## config.mk

```make
export PLATFORM = sky130hd
export DESIGN_NAME = rcas_arbiter_flat
export DESIGN_NICKNAME = d
export VERILOG_FILES = /design/src/rtl/rcas_arbiter_pkg.sv /design/src/rtl/rcas_arbiter_if.sv /design/src/rtl/rcas_arbiter_rr_pick2.sv /design/src/rtl/rcas_arbiter.sv /design/src/flat_wrapper.sv
export SDC_FILE = /design/constraint.sdc
export NUM_CORES = 1
export LEC_CHECK = 0
export ABC_AREA = 1
export CORE_UTILIZATION = 43
export CTS_BUF_LIST = sky130_fd_sc_hd__clkbuf_8
export CTS_CLUSTER_DIAMETER = 80
export DETAILED_ROUTE_END_ITERATION = 10
export PLACE_DENSITY = 0.94
export SLEW_MARGIN = 20
export SYNTH_ARGS = -nofsm -noshare
export SYNTH_HDL_FRONTEND = slang
export SYNTH_SLANG_ARGS = --single-unit
```

## constraint.sdc

```tcl
create_clock -name clk -period 1.5 [get_ports clk]
set_input_delay 0.3 -clock clk [delete_from_list [all_inputs] [get_ports clk]]
set_output_delay 0.3 -clock clk [all_outputs]
set_load 0.05 [all_outputs]
```

## src/rtl/rcas_arbiter_pkg.sv

```systemverilog
// Shared definitions for the rcas_arbiter slice: FSM state encodings, operation codes
// and the signed-overflow helper used when RCAS_ARB_OVF_EN is defined.
package rcas_arbiter_pkg;

  typedef enum logic [1:0] {
    ST_IDLE = 2'd0,
    ST_EXEC = 2'd1,
    ST_RESP = 2'd2
  } state_t;

  localparam logic OP_ADD = 1'b0;
  localparam logic OP_SUB = 1'b1;

  // Overflow is judged from sign bits only; the datapath result is taken as-is.
  function automatic logic signed_ovf(input logic sel, input logic a_msb,
                                      input logic b_msb, input logic r_msb);
    if (sel == OP_ADD) begin
      return (a_msb == b_msb) && (r_msb != a_msb);
    end else if (sel == OP_SUB) begin
      return (a_msb != b_msb) && (r_msb != a_msb);
    end else begin
      return 1'b0;
    end
  endfunction

endpackage

```

## src/rtl/rcas_arbiter_if.sv

```systemverilog
// Request, response and datapath bundle for rcas_arbiter.
// The rsp0_ovf/rsp1_ovf members exist only when RCAS_ARB_OVF_EN is defined.
interface rcas_arbiter_if #(
  parameter int WIDTH = 32
);
  logic             req0_valid;
  logic             req0_ready;
  logic [WIDTH-1:0] req0_a;
  logic [WIDTH-1:0] req0_b;
  logic             req0_sel;
  logic             req1_valid;
  logic             req1_ready;
  logic [WIDTH-1:0] req1_a;
  logic [WIDTH-1:0] req1_b;
  logic             req1_sel;

  logic             rsp0_valid;
  logic             rsp0_ready;
  logic [WIDTH-1:0] rsp0_result;
  logic             rsp0_c_out;
  logic             rsp1_valid;
  logic             rsp1_ready;
  logic [WIDTH-1:0] rsp1_result;
  logic             rsp1_c_out;
`ifdef RCAS_ARB_OVF_EN
  logic             rsp0_ovf;
  logic             rsp1_ovf;
`endif

  logic [WIDTH-1:0] dp_a;
  logic [WIDTH-1:0] dp_b;
  logic             dp_sel;
  logic [WIDTH-1:0] dp_result;
  logic             dp_c_out;

  modport slave (
`ifdef RCAS_ARB_OVF_EN
    output rsp0_ovf, output rsp1_ovf,
`endif
    input  req0_valid, req0_a, req0_b, req0_sel,
    input  req1_valid, req1_a, req1_b, req1_sel,
    output req0_ready, req1_ready,
    output rsp0_valid, rsp0_result, rsp0_c_out,
    output rsp1_valid, rsp1_result, rsp1_c_out,
    input  rsp0_ready, rsp1_ready,
    output dp_a, dp_b, dp_sel,
    input  dp_result, dp_c_out
  );

  modport master (
`ifdef RCAS_ARB_OVF_EN
    input  rsp0_ovf, input rsp1_ovf,
`endif
    output req0_valid, req0_a, req0_b, req0_sel,
    output req1_valid, req1_a, req1_b, req1_sel,
    input  req0_ready, req1_ready,
    input  rsp0_valid, rsp0_result, rsp0_c_out,
    input  rsp1_valid, rsp1_result, rsp1_c_out,
    output rsp0_ready, rsp1_ready,
    input  dp_a, dp_b, dp_sel,
    output dp_result, dp_c_out
  );

endinterface

```

## src/rtl/rcas_arbiter_rr_pick2.sv

```systemverilog
// Combinational two-way round-robin pick: a sole valid requester wins,
// a tie goes to the requester that was not granted last.
module rr_pick2 (
  input  logic [1:0] valid,
  input  logic       last_grant,
  output logic [1:0] pick
);

  // one-hot pick from the valid pair and grant history
  always_comb begin
    pick = 2'b00;
    case (valid)
      2'b01:   pick = 2'b01;
      2'b10:   pick = 2'b10;
      2'b11:   pick = last_grant ? 2'b01 : 2'b10;
      default: pick = 2'b00;
    endcase
  end

endmodule

```

## src/rtl/rcas_arbiter.sv

```systemverilog
// Round-robin arbiter sharing one external ripple-carry add/sub datapath between two
// requesters. Defining RCAS_ARB_OVF_EN adds registered signed-overflow flags per response.
module rcas_arbiter #(
  parameter int WIDTH         = 32,
  parameter int SETTLE_CYCLES = 2
) (
  input logic           clk,
  input logic           rst,
  rcas_arbiter_if.slave bus
);
  import rcas_arbiter_pkg::*;

  localparam int CNT_W = $clog2(SETTLE_CYCLES + 1);
  localparam logic [CNT_W-1:0] CNT_LOAD = CNT_W'(SETTLE_CYCLES);
  localparam logic [CNT_W-1:0] CNT_ONE  = CNT_W'(1);

  state_t           state;
  state_t           state_next;
  logic             last_grant;
  logic             owner;
  logic [CNT_W-1:0] cnt;
  logic [1:0]       pick;
  logic [1:0]       ready;
  logic [1:0]       accept;
  logic             capture;
  logic             rsp_done;
  logic             owner_rsp_ready;

  rr_pick2 u_pick (
    .valid      ({bus.req1_valid, bus.req0_valid}),
    .last_grant (last_grant),
    .pick       (pick)
  );

  assign bus.req0_ready  = ready[0];
  assign bus.req1_ready  = ready[1];
  // the non-owner's rsp_ready never reaches the FSM
  assign owner_rsp_ready = owner ? bus.rsp1_ready : bus.rsp0_ready;

`ifdef RCAS_ARB_OVF_EN
  logic ovf;
  assign ovf = signed_ovf(bus.dp_sel, bus.dp_a[WIDTH-1], bus.dp_b[WIDTH-1],
                          bus.dp_result[WIDTH-1]);
`endif

  // state register
  always_ff @(posedge clk) begin
    if (rst) begin
      state <= ST_IDLE;
    end else begin
      state <= state_next;
    end
  end

  // next-state and handshake decode
  always_comb begin
    state_next = state;
    ready      = 2'b00;
    accept     = 2'b00;
    capture    = 1'b0;
    rsp_done   = 1'b0;
    case (state)
      ST_IDLE: begin
        ready  = pick;
        accept = pick & {bus.req1_valid, bus.req0_valid};
        if (accept != 2'b00) begin
          state_next = ST_EXEC;
        end else begin
          state_next = ST_IDLE;
        end
      end
      ST_EXEC: begin
        if (cnt == CNT_ONE) begin
          capture    = 1'b1;
          state_next = ST_RESP;
        end else begin
          state_next = ST_EXEC;
        end
      end
      ST_RESP: begin
        if (owner_rsp_ready) begin
          rsp_done   = 1'b1;
          state_next = ST_IDLE;
        end else begin
          state_next = ST_RESP;
        end
      end
      default: state_next = ST_IDLE;
    endcase
  end

  // operand launch, grant history and settle counter
  always_ff @(posedge clk) begin
    if (rst) begin
      bus.dp_a   <= {WIDTH{1'b0}};
      bus.dp_b   <= {WIDTH{1'b0}};
      bus.dp_sel <= 1'b0;
      owner      <= 1'b0;
      last_grant <= 1'b1;
      cnt        <= {CNT_W{1'b0}};
    end else if (accept != 2'b00) begin
      if (accept[1]) begin
        bus.dp_a   <= bus.req1_a;
        bus.dp_b   <= bus.req1_b;
        bus.dp_sel <= bus.req1_sel;
      end else begin
        bus.dp_a   <= bus.req0_a;
        bus.dp_b   <= bus.req0_b;
        bus.dp_sel <= bus.req0_sel;
      end
      owner      <= accept[1];
      last_grant <= accept[1];
      cnt        <= CNT_LOAD;
    end else if (state == ST_EXEC) begin
      cnt <= cnt - CNT_ONE;
    end
  end

  // result capture into the owner's response registers and response handshake
  always_ff @(posedge clk) begin
    if (rst) begin
      bus.rsp0_valid  <= 1'b0;
      bus.rsp0_result <= {WIDTH{1'b0}};
      bus.rsp0_c_out  <= 1'b0;
      bus.rsp1_valid  <= 1'b0;
      bus.rsp1_result <= {WIDTH{1'b0}};
      bus.rsp1_c_out  <= 1'b0;
`ifdef RCAS_ARB_OVF_EN
      bus.rsp0_ovf    <= 1'b0;
      bus.rsp1_ovf    <= 1'b0;
`endif
    end else if (capture) begin
      if (owner) begin
        bus.rsp1_valid  <= 1'b1;
        bus.rsp1_result <= bus.dp_result;
        bus.rsp1_c_out  <= bus.dp_c_out;
`ifdef RCAS_ARB_OVF_EN
        bus.rsp1_ovf    <= ovf;
`endif
      end else begin
        bus.rsp0_valid  <= 1'b1;
        bus.rsp0_result <= bus.dp_result;
        bus.rsp0_c_out  <= bus.dp_c_out;
`ifdef RCAS_ARB_OVF_EN
        bus.rsp0_ovf    <= ovf;
`endif
      end
    end else if (rsp_done) begin
      if (owner) begin
        bus.rsp1_valid <= 1'b0;
      end else begin
        bus.rsp0_valid <= 1'b0;
      end
    end
  end

endmodule
```

## src/flat_wrapper.sv

```systemverilog
// flat-port wrapper written by rule: the top's interface ports become plain ports
module rcas_arbiter_flat import rcas_arbiter_pkg::*;
#(
  parameter int WIDTH         = 32,
  parameter int SETTLE_CYCLES = 2
)
  (clk, rst, bus_req0_valid, bus_req0_a, bus_req0_b, bus_req0_sel, bus_req1_valid, bus_req1_a, bus_req1_b, bus_req1_sel, bus_req0_ready, bus_req1_ready, bus_rsp0_valid, bus_rsp0_result, bus_rsp0_c_out, bus_rsp1_valid, bus_rsp1_result, bus_rsp1_c_out, bus_rsp0_ready, bus_rsp1_ready, bus_dp_a, bus_dp_b, bus_dp_sel, bus_dp_result, bus_dp_c_out);
  rcas_arbiter_if #(.WIDTH(WIDTH)) bus_i ();
  input logic clk;
  input logic rst;
  input wire logic [$bits(bus_i.req0_valid)-1:0] bus_req0_valid;
  input wire logic [$bits(bus_i.req0_a)-1:0] bus_req0_a;
  input wire logic [$bits(bus_i.req0_b)-1:0] bus_req0_b;
  input wire logic [$bits(bus_i.req0_sel)-1:0] bus_req0_sel;
  input wire logic [$bits(bus_i.req1_valid)-1:0] bus_req1_valid;
  input wire logic [$bits(bus_i.req1_a)-1:0] bus_req1_a;
  input wire logic [$bits(bus_i.req1_b)-1:0] bus_req1_b;
  input wire logic [$bits(bus_i.req1_sel)-1:0] bus_req1_sel;
  output wire logic [$bits(bus_i.req0_ready)-1:0] bus_req0_ready;
  output wire logic [$bits(bus_i.req1_ready)-1:0] bus_req1_ready;
  output wire logic [$bits(bus_i.rsp0_valid)-1:0] bus_rsp0_valid;
  output wire logic [$bits(bus_i.rsp0_result)-1:0] bus_rsp0_result;
  output wire logic [$bits(bus_i.rsp0_c_out)-1:0] bus_rsp0_c_out;
  output wire logic [$bits(bus_i.rsp1_valid)-1:0] bus_rsp1_valid;
  output wire logic [$bits(bus_i.rsp1_result)-1:0] bus_rsp1_result;
  output wire logic [$bits(bus_i.rsp1_c_out)-1:0] bus_rsp1_c_out;
  input wire logic [$bits(bus_i.rsp0_ready)-1:0] bus_rsp0_ready;
  input wire logic [$bits(bus_i.rsp1_ready)-1:0] bus_rsp1_ready;
  output wire logic [$bits(bus_i.dp_a)-1:0] bus_dp_a;
  output wire logic [$bits(bus_i.dp_b)-1:0] bus_dp_b;
  output wire logic [$bits(bus_i.dp_sel)-1:0] bus_dp_sel;
  input wire logic [$bits(bus_i.dp_result)-1:0] bus_dp_result;
  input wire logic [$bits(bus_i.dp_c_out)-1:0] bus_dp_c_out;
  assign bus_i.req0_valid = bus_req0_valid;
  assign bus_i.req0_a = bus_req0_a;
  assign bus_i.req0_b = bus_req0_b;
  assign bus_i.req0_sel = bus_req0_sel;
  assign bus_i.req1_valid = bus_req1_valid;
  assign bus_i.req1_a = bus_req1_a;
  assign bus_i.req1_b = bus_req1_b;
  assign bus_i.req1_sel = bus_req1_sel;
  assign bus_req0_ready = bus_i.req0_ready;
  assign bus_req1_ready = bus_i.req1_ready;
  assign bus_rsp0_valid = bus_i.rsp0_valid;
  assign bus_rsp0_result = bus_i.rsp0_result;
  assign bus_rsp0_c_out = bus_i.rsp0_c_out;
  assign bus_rsp1_valid = bus_i.rsp1_valid;
  assign bus_rsp1_result = bus_i.rsp1_result;
  assign bus_rsp1_c_out = bus_i.rsp1_c_out;
  assign bus_i.rsp0_ready = bus_rsp0_ready;
  assign bus_i.rsp1_ready = bus_rsp1_ready;
  assign bus_dp_a = bus_i.dp_a;
  assign bus_dp_b = bus_i.dp_b;
  assign bus_dp_sel = bus_i.dp_sel;
  assign bus_i.dp_result = bus_dp_result;
  assign bus_i.dp_c_out = bus_dp_c_out;
  rcas_arbiter #(.WIDTH(WIDTH), .SETTLE_CYCLES(SETTLE_CYCLES)) u_core (.clk(clk), .rst(rst), .bus(bus_i));
endmodule
```

* Word level (Yosys, flattened, before mapping) *
Index checks and enable logic that the tools add are counted.

cells by class
  $add $sub $neg = 1
  $mul = 0
  div/mod/pow operators = 0
  magnitude comparators = 0
  eq/ne operators = 6
  shifts and indexed selects = 0
  muxes and demuxes = 26
  bitwise operators = 2
  reductions and logical operators = 10

operators with widths
  kind                   count
  $mux W32               2
  $mux W1                15
  $mux W2                7
  $pmux W2 S3            2
  $reduce_and A2 Y1      4
  $reduce_bool A2 Y1     4
  $eq A2 B1 Y1 const B   3
  $eq A2 B2 Y1 const B   3
  $and A2 B2 Y2          1
  $logic_not A2 Y1       1
  $reduce_or A2 Y1       1
  $sub A2 B1 Y2 const B  1
  $not A1 Y1             1

word-level totals
  register bits after elaboration = 139
  latch bits = 0
  bits in writable memories = 0
  ROM bits = 0
  word-level logic and storage cells = 59
  memories kept = 0

* Longest topological paths before layout *
Gate-level depths: netlist of the first run.

  word-level depth = 6
  mapped depth = 9
  depth with buffers taken out = 8

* By module *
Synthesis of the first run repeated with hierarchy kept, for this count alone.

second synthesis, totals
  cell total of the unflattened synthesis = 949
  area total of the unflattened synthesis = 6447.4 um^2

modules (own cells, without submodules)
  module        instances  cells an instance  area each (um^2)  sequential area each (um^2)
  rcas_arbiter  1          944                6426.2            2782.7
  rr_pick2      1          5                  21.3              0.0

* Worst setup path before layout of the first run *
No wires, ideal clock.

  kind = register to output
  start point = register u_core.last_grant
  end point = output bus_req0_ready
  data arrival time = 1.775 ns
  slack = -0.575 ns
  stages on the path, launching flop included = 4
  buffers on the path = 1
  path through = dfxtp_1 a21oi_1 clkbuf_1 nor3b_1

between the ends
  word-level cells in the longest chain between the ends = 3

RTL lines
  what                      line                         source
  start: declaration        rcas_arbiter.sv:19           logic last_grant;
  start signal: assignment  rcas_arbiter.sv:112          last_grant <= accept[1];
  $mux W2                   rcas_arbiter_rr_pick2.sv:15  2'b11: pick = last_grant ? 2'b01 : 2'b10;
  $pmux W2 S3               rcas_arbiter_rr_pick2.sv:12  case (valid)
  $mux W2                   rcas_arbiter.sv:62           case (state)
  end: declaration          flat_wrapper.sv:19           output wire logic [$bits(bus_i.req0_ready)-1:0] bus_req0_ready;

Every way passes these cells.

* Final worst setup path of the first run *
Same ends and word-level chain as after synthesis.

==> results of run 1 <==
==> logic make-up after synthesis <==
logic type      Yosys count
simple gates            615
xor+xnor                  1
flops                   139
fa+ha+maj                 1
buf+inv                 234
compound gates            8
==> cells in the final DEF (no fill, tap or decap), types with 3 or more instances in the layout <==
cell             netlist  layout
clkinv_2               0       4
buf_4                 14      25
a21oi_1                4       3
inv_1                170     170
nand2_1              307     304
clkbuf_8               0      19
diode_2                0       3
nand2_2                3       4
buf_12                 0     147
dfxtp_1              139     135
clkbuf_16              0       3
nor2_1               133     133
inv_2                  5       4
clkdlybuf4s50_1        0     166
nand3b_1              33      33
clkinvlp_4             0       3
nand3_1              133     133
nor2_4                 2       3
==> routing by layer <==
layer | vias up | part of all wire
met5 | - | 0
met4 | 0 | 0.044
met3 | 84 | 0.11
met2 | 485 | 0.51
met1 | 3469 | 0.34
li1 | 3591 | -
==> sequential cells by signal, summed over array words and instances (netlist names), 2 cells and up <==
signal	cells
u_core.bus.rsp0_result	32
u_core.bus.dp_a	32
u_core.cnt	2
u_core.state	2
u_core.bus.rsp1_result	32
u_core.bus.dp_b	32
==> what timing repair did <==
item | 4_1_cts | 5_1_grt
hold buffers | 0 | 0
setup buffers | 6 | 8
pin swaps | 5 | 4
setup endpoints to repair | 35 | 52
hold endpoints to repair | 0 | 0
gates cloned | 0 | 4
gates resized for setup | 17 | 13
==> power by group through the flow <==
stage | registers, mW | clock network, mW | logic (mW)
floorplan | 4.93 | 0 | 0.782
global placement | 4.27 | 0 | 3.21
detailed placement | 4.28 | 0 | 3.27
CTS | 4.20 | 3.08 | 3.32
global route | 4.23 | 3.24 | 3.58
finish | 4.21 | 3.05 | 3.43
==> path summary, 6_finish.rpt <==
kind / startpoint / endpoint / slack, ps / cells past startpoint
worst max-delay path: u_core.last_grant / bus_req0_ready / -90 / 3
worst min-delay path: bus_dp_result[8] / u_core.bus.rsp1_result[8] / 460 / 3
worst max register to register: u_core.state[1] / u_core.bus.dp_b[13] / 30 / 8
worst min register to register: u_core.bus.dp_a[6] / u_core.bus.dp_a[6] / 490 / 2
==> cell type report <==
cell class              instances  area, um^2
diodes                          3        7.51
clock buffers                  19         262
clock inverters                13         128
fillers                       810        2780
inverters                     176         682
multi-input cells             625        2760
flip-flops and latches        139        2790
well taps                     184         230
repair buffers                346        4930
repair inverters                1        8.76
==> critical path: stages (launching register included) <==
cell	delay, ps
dfxtp_2	380
a21oi_4	80
nor3b_4	200
buf_6	190
==> through the flow <==
step	power [mW]	util	cells	area, um^2
floorplan	5.71	-	998	6490
CTS	10.6	0.794	1491	11600
finish	10.7	0.809	1506	11800
global route	11.1	0.809	1506	11800
detailed placement	7.55	0.762	1453	11100
global placement	7.47	0.762	1453	11100
==> results.yml, run 1 <==
floorplanning:
  start_util: 0.444
  die_area_mm2: 0.0156
  core-area_mm2: 0.0146
  die_y_um: 125
  die_w_um: 125
  ios: 304
  rows: 44
timing:
  period_minus_slack_ps: 1590
  post-route-period-util: 1.06
  worst_hold_slack_ps: 459
  final_hold_viol_count: 0
  drv_slew: 0
  tns_ps: -154
  setup_viol: 2
  relSlewSlack: 0.756
  fin_worst_skew_ps: 11.5
  layout_setup_ws_ps: -93.1
  rsz0062_at_grt: "yes"
  fmax_mhz: 628
  tightest_slew_ps: 366
power:
  ir_drop_uv: 644
  clkPwrFrac: 0.285
  power.density_cell_area_mw_per_mm2: 905
  power.switching_mw: 3.54
  combPwrFrac: 0.321
  sequentialPowerShare: 0.394
  switching_share: 0.331
  power_leakage_nw: 5.78
  internal-power_mw: 7.15
worst_setup_path:
  crit_fanout: 3
  critPathCaptureType: "primary output"
  cp.arrival_ps: 1290
  worst_ep_required_time_ps: 1200
  worstSetupStartpointType: "register"
  path_class: "register to primary output"
route:
  post_drt_wl_per_cell_um: 16.3
  ant_nets: 0
  first_pass_iters: 6
  wl_mm: 24.5
  drcViolationCount: 0
  vias: 7629
  drt-vias-per-instance: 5.07
  drtIter0Drc: 600
yosys:
  synth.avg_cell_area_um2: 6.49
  synth.top_cell.area_share: 0.430
  synth.most_common_cell: "nand2_1"
  netlist_instances: 998
  synth_compound_area_frac: 0.00696
  ys_top_cells_by_area: "dfxtp_1 (43%), nand2_1 (18%), nand3_1 (10%)"
  synth_xor_area_frac: 0.00135
  syn_area_mm2: 0.00648
  ys_seq_area_frac: 0.430
  synth_flop_cell: "dfxtp_1"
  yosys_warnings: 0
  ys_async_sr_fraction: 0
  synth_seq_cells: 139
  yosys.area_share.simple: 0.407
  ys_types: 24
  yosys-top-cells-count: "nand2_1 (307), inv_1 (170), dfxtp_1 (139)"
  synth_edf_count: 0
  yosys.area.top_type: "dfxtp_1"
  yosys.area_share.adder: 0.00193
  synth_top_family_by_area: "simple AND/OR/NAND/NOR gates"
  yosys-mux-area-fraction: 0
  syn_nets: 1168
global_routing:
  use_met2: 0.534
  antenna_found_initial: 3
  grt_use_met3: 0.0971
  grt_max_degree: 65
  top_usage_layer: "met2"
  grt_usage: 0.296
  grt_pass1_wl_mm: 36.4
  use_met1: 0.300
  grt_pass1_vias: 7463
  gr-total-overflow: 0
cts:
  cts.sinks: 139
  insertion_delay_ps: 440
  numCtsBuffers: 17
  clock-root-buffer: "clkbuf_8"
  cts_buffer_depth: 2
  htreeDepth: 4
  cts.reportedPaths.clkPinSlew_ps: 80
  cts_tree: "yes"
run:
  maxCapViolCount: 0
min_path:
  hp-class: "input port to register"
placement:
  routabilityCongestion: 0.850
  dp_slack_ps: -277
  hpwl_mm: 17.1
  port_buffers: 303
outcome:
  outcome: "complete, but fails checks"
  violations: "setup timing"
cells_and_area:
  drive_gt1_frac: 0.177
  area_delta_synth_final_pct: 82.3
  fin_nets: 1476
(Power assumes the default switching activity.)
==> inputs of run 2 (changes only) <==
CORE_AREA = 2 2 117 119   (was not set)
CORE_UTILIZATION = not set   (was 43)
DIE_AREA = 0 0 119 121   (was not set)
DONT_BUFFER_PORTS = 1   (was not set)
PLACE_DENSITY = 0.75   (was 0.94)
==> run 2 against run 1 <==
The run still ends with setup timing left. Clock-buffer cell count is the same. Global-route usage shrank 5.8 points. Combinational power shrank 67%. Critical path depth grew 1. First-iteration DRC count shrank 30%. Worst hold slack lost 410 ps. Final cell count shrank 20%. Non-clock buffer count shrank 285. Via count shrank 22%.
==> results.yml, run 2 (synthesis gave the netlist of run 1 again) <==
outcome:
  outcome: "complete, but fails checks"
  violations: "setup timing"
cells_and_area:
  final_common_cell: "nand2_1"
  nFillCells: 1248
  area_delta_synth_final_pct: 16.5
  drive_gt1_frac: 0.0784
  final_cell_mix: "nand2_1 (306), inv_1 (168), dfxtp_1 (136)"
  fin_nets: 1190
  insertedDiodeCount: 0
  fin_cells: 1209
  utilization: 0.576
timing:
  setup_viol: 2
  drv_slew: 0
  rsz0062_at_grt: "yes"
  tightest_slew_ps: 566
  relSlewSlack: 0.622
  fmax_mhz: 625
  final_hold_viol_count: 0
  layout_setup_ws_ps: -101
  tns_ps: -152
  post-route-period-util: 1.07
  period_minus_slack_ps: 1600
  fin_worst_skew_ps: 13.0
route:
  wl_mm: 17.5
  first_pass_iters: 5
  drt-vias-per-instance: 4.90
  drtIter0Drc: 421
  vias: 5920
  post_drt_wl_per_cell_um: 14.4
  ant_nets: 0
  drcViolationCount: 0
cts:
  cts.reportedPaths.clkPinSlew_ps: 80
  cts.sinks: 139
  numCtsBuffers: 17
  clock-root-buffer: "clkbuf_8"
  cts_buffer_depth: 2
  insertion_delay_ps: 440
  htreeDepth: 4
  cts_tree: "yes"
placement:
  hpwl_mm: 11.7
  routabilityCongestion: 0.784
  dp_cells: 1139
  port_buffers: 0
  dp_slack_ps: 115
power:
  power.switching_mw: 3.15
  ir_drop_uv: 673
  clkPwrFrac: 0.338
  sequentialPowerShare: 0.539
  combPwrFrac: 0.123
  internal-power_mw: 5.96
  power.density_cell_area_mw_per_mm2: 1210
  switching_share: 0.346
  power_leakage_nw: 4.03
  power_mw: 9.11
worst_setup_path:
  r2r_cells: 7
  worstSetupStartpointType: "register"
  path_class: "register to primary output"
  cp.arrival_ps: 1300
  worst_ep_required_time_ps: 1200
  r2r_end: "u_core.bus.dp_a[17]"
  crit_fanout: 4
  timing.rr.start: "u_core.state[1]"
  reg2reg_slack_ps: 80
  critPathCaptureType: "primary output"
floorplanning:
  die_y_um: 121
  ios: 304
  start_util: 0.495
  die_area_mm2: 0.0144
  core-area_mm2: 0.0131
  rows: 42
  die_w_um: 119
run:
  maxCapViolCount: 0
global_routing:
  grt_usage: 0.238
  grt_max_degree: 69
  grt_pass1_wl_mm: 27.4
  grt_pass1_vias: 5582
  antenna_found_initial: 0
  gr-total-overflow: 0
min_path:
  hp-start: "bus_dp_result[29]"
  hp-class: "input port to register"
  hold_path_end: "u_core.bus.rsp1_result[29]"
  worstHoldPathCells: 2
run 2: per-stage QoR:
step                area (um^2)  hold slack [ps]
floorplan                  6490              362
global placement           6700              364
detailed placement         6700              366
CTS                        7490             17.5
global route               7540             10.3
finish                     7540             45.4
run 2: critical path: stages, from the launching register on:
cell     delay [ps]
dfxtp_4         370
inv_4            70
nand2_4          50
nor3b_4         200
buf_12          170
run 2: what timing repair did:
action,CTS,global route
gates cloned,0,1
gates resized for setup,14,4
buffers inserted,3,1
pin swaps,3,3
hold endpoints to repair,37,0
hold buffers,33,0
setup endpoints to repair,2,34
run 2: how the worst max path moves through the flow:
stage / from / endpoint / cells past startpoint
2_1_floorplan: u_core.last_grant / bus_req0_ready / 3
3_3_place_gp: u_core.cnt[0] / u_core.bus.rsp0_result[14] / 7
3_5_place_dp: u_core.state[1] / u_core.bus.dp_a[15] / 7
4_1_cts: u_core.state[0] / bus_req0_ready / 4
5_1_grt: u_core.state[1] / bus_req0_ready / 4
6_report: u_core.state[1] / bus_req0_ready / 4
run 2: area by class of cell:
class                   count  area [um^2]  area share
multi-input cells         625         2750       0.365
inverters                 176          666      0.0883
well taps                 176          220      0.0292
repair buffers             61          714      0.0947
flip-flops and latches    139         2790       0.370
clock buffers              19          262      0.0347
clock inverters            13          139      0.0184
run 2: routing by layer:
layer / track usage / vias up / part of all wire
met2: 0.411 / 239 / 0.50
li1: - / 3016 / -
met3: 0.0987 / 32 / 0.091
met1: 0.256 / 2633 / 0.38
met5: 0 / - / 0
met4: 0.104 / 0 / 0.026
run 2: power groups by stage:
stage | registers (mW) | logic [mW] | clock network (mW)
after floorplan | 4.93 | 0.782 | 0
after global placement | 5.00 | 0.992 | 0
after detailed placement | 5.00 | 1.02 | 0
after CTS | 4.91 | 1.12 | 3.15
after global routing | 4.94 | 1.27 | 3.33
final | 4.91 | 1.12 | 3.08
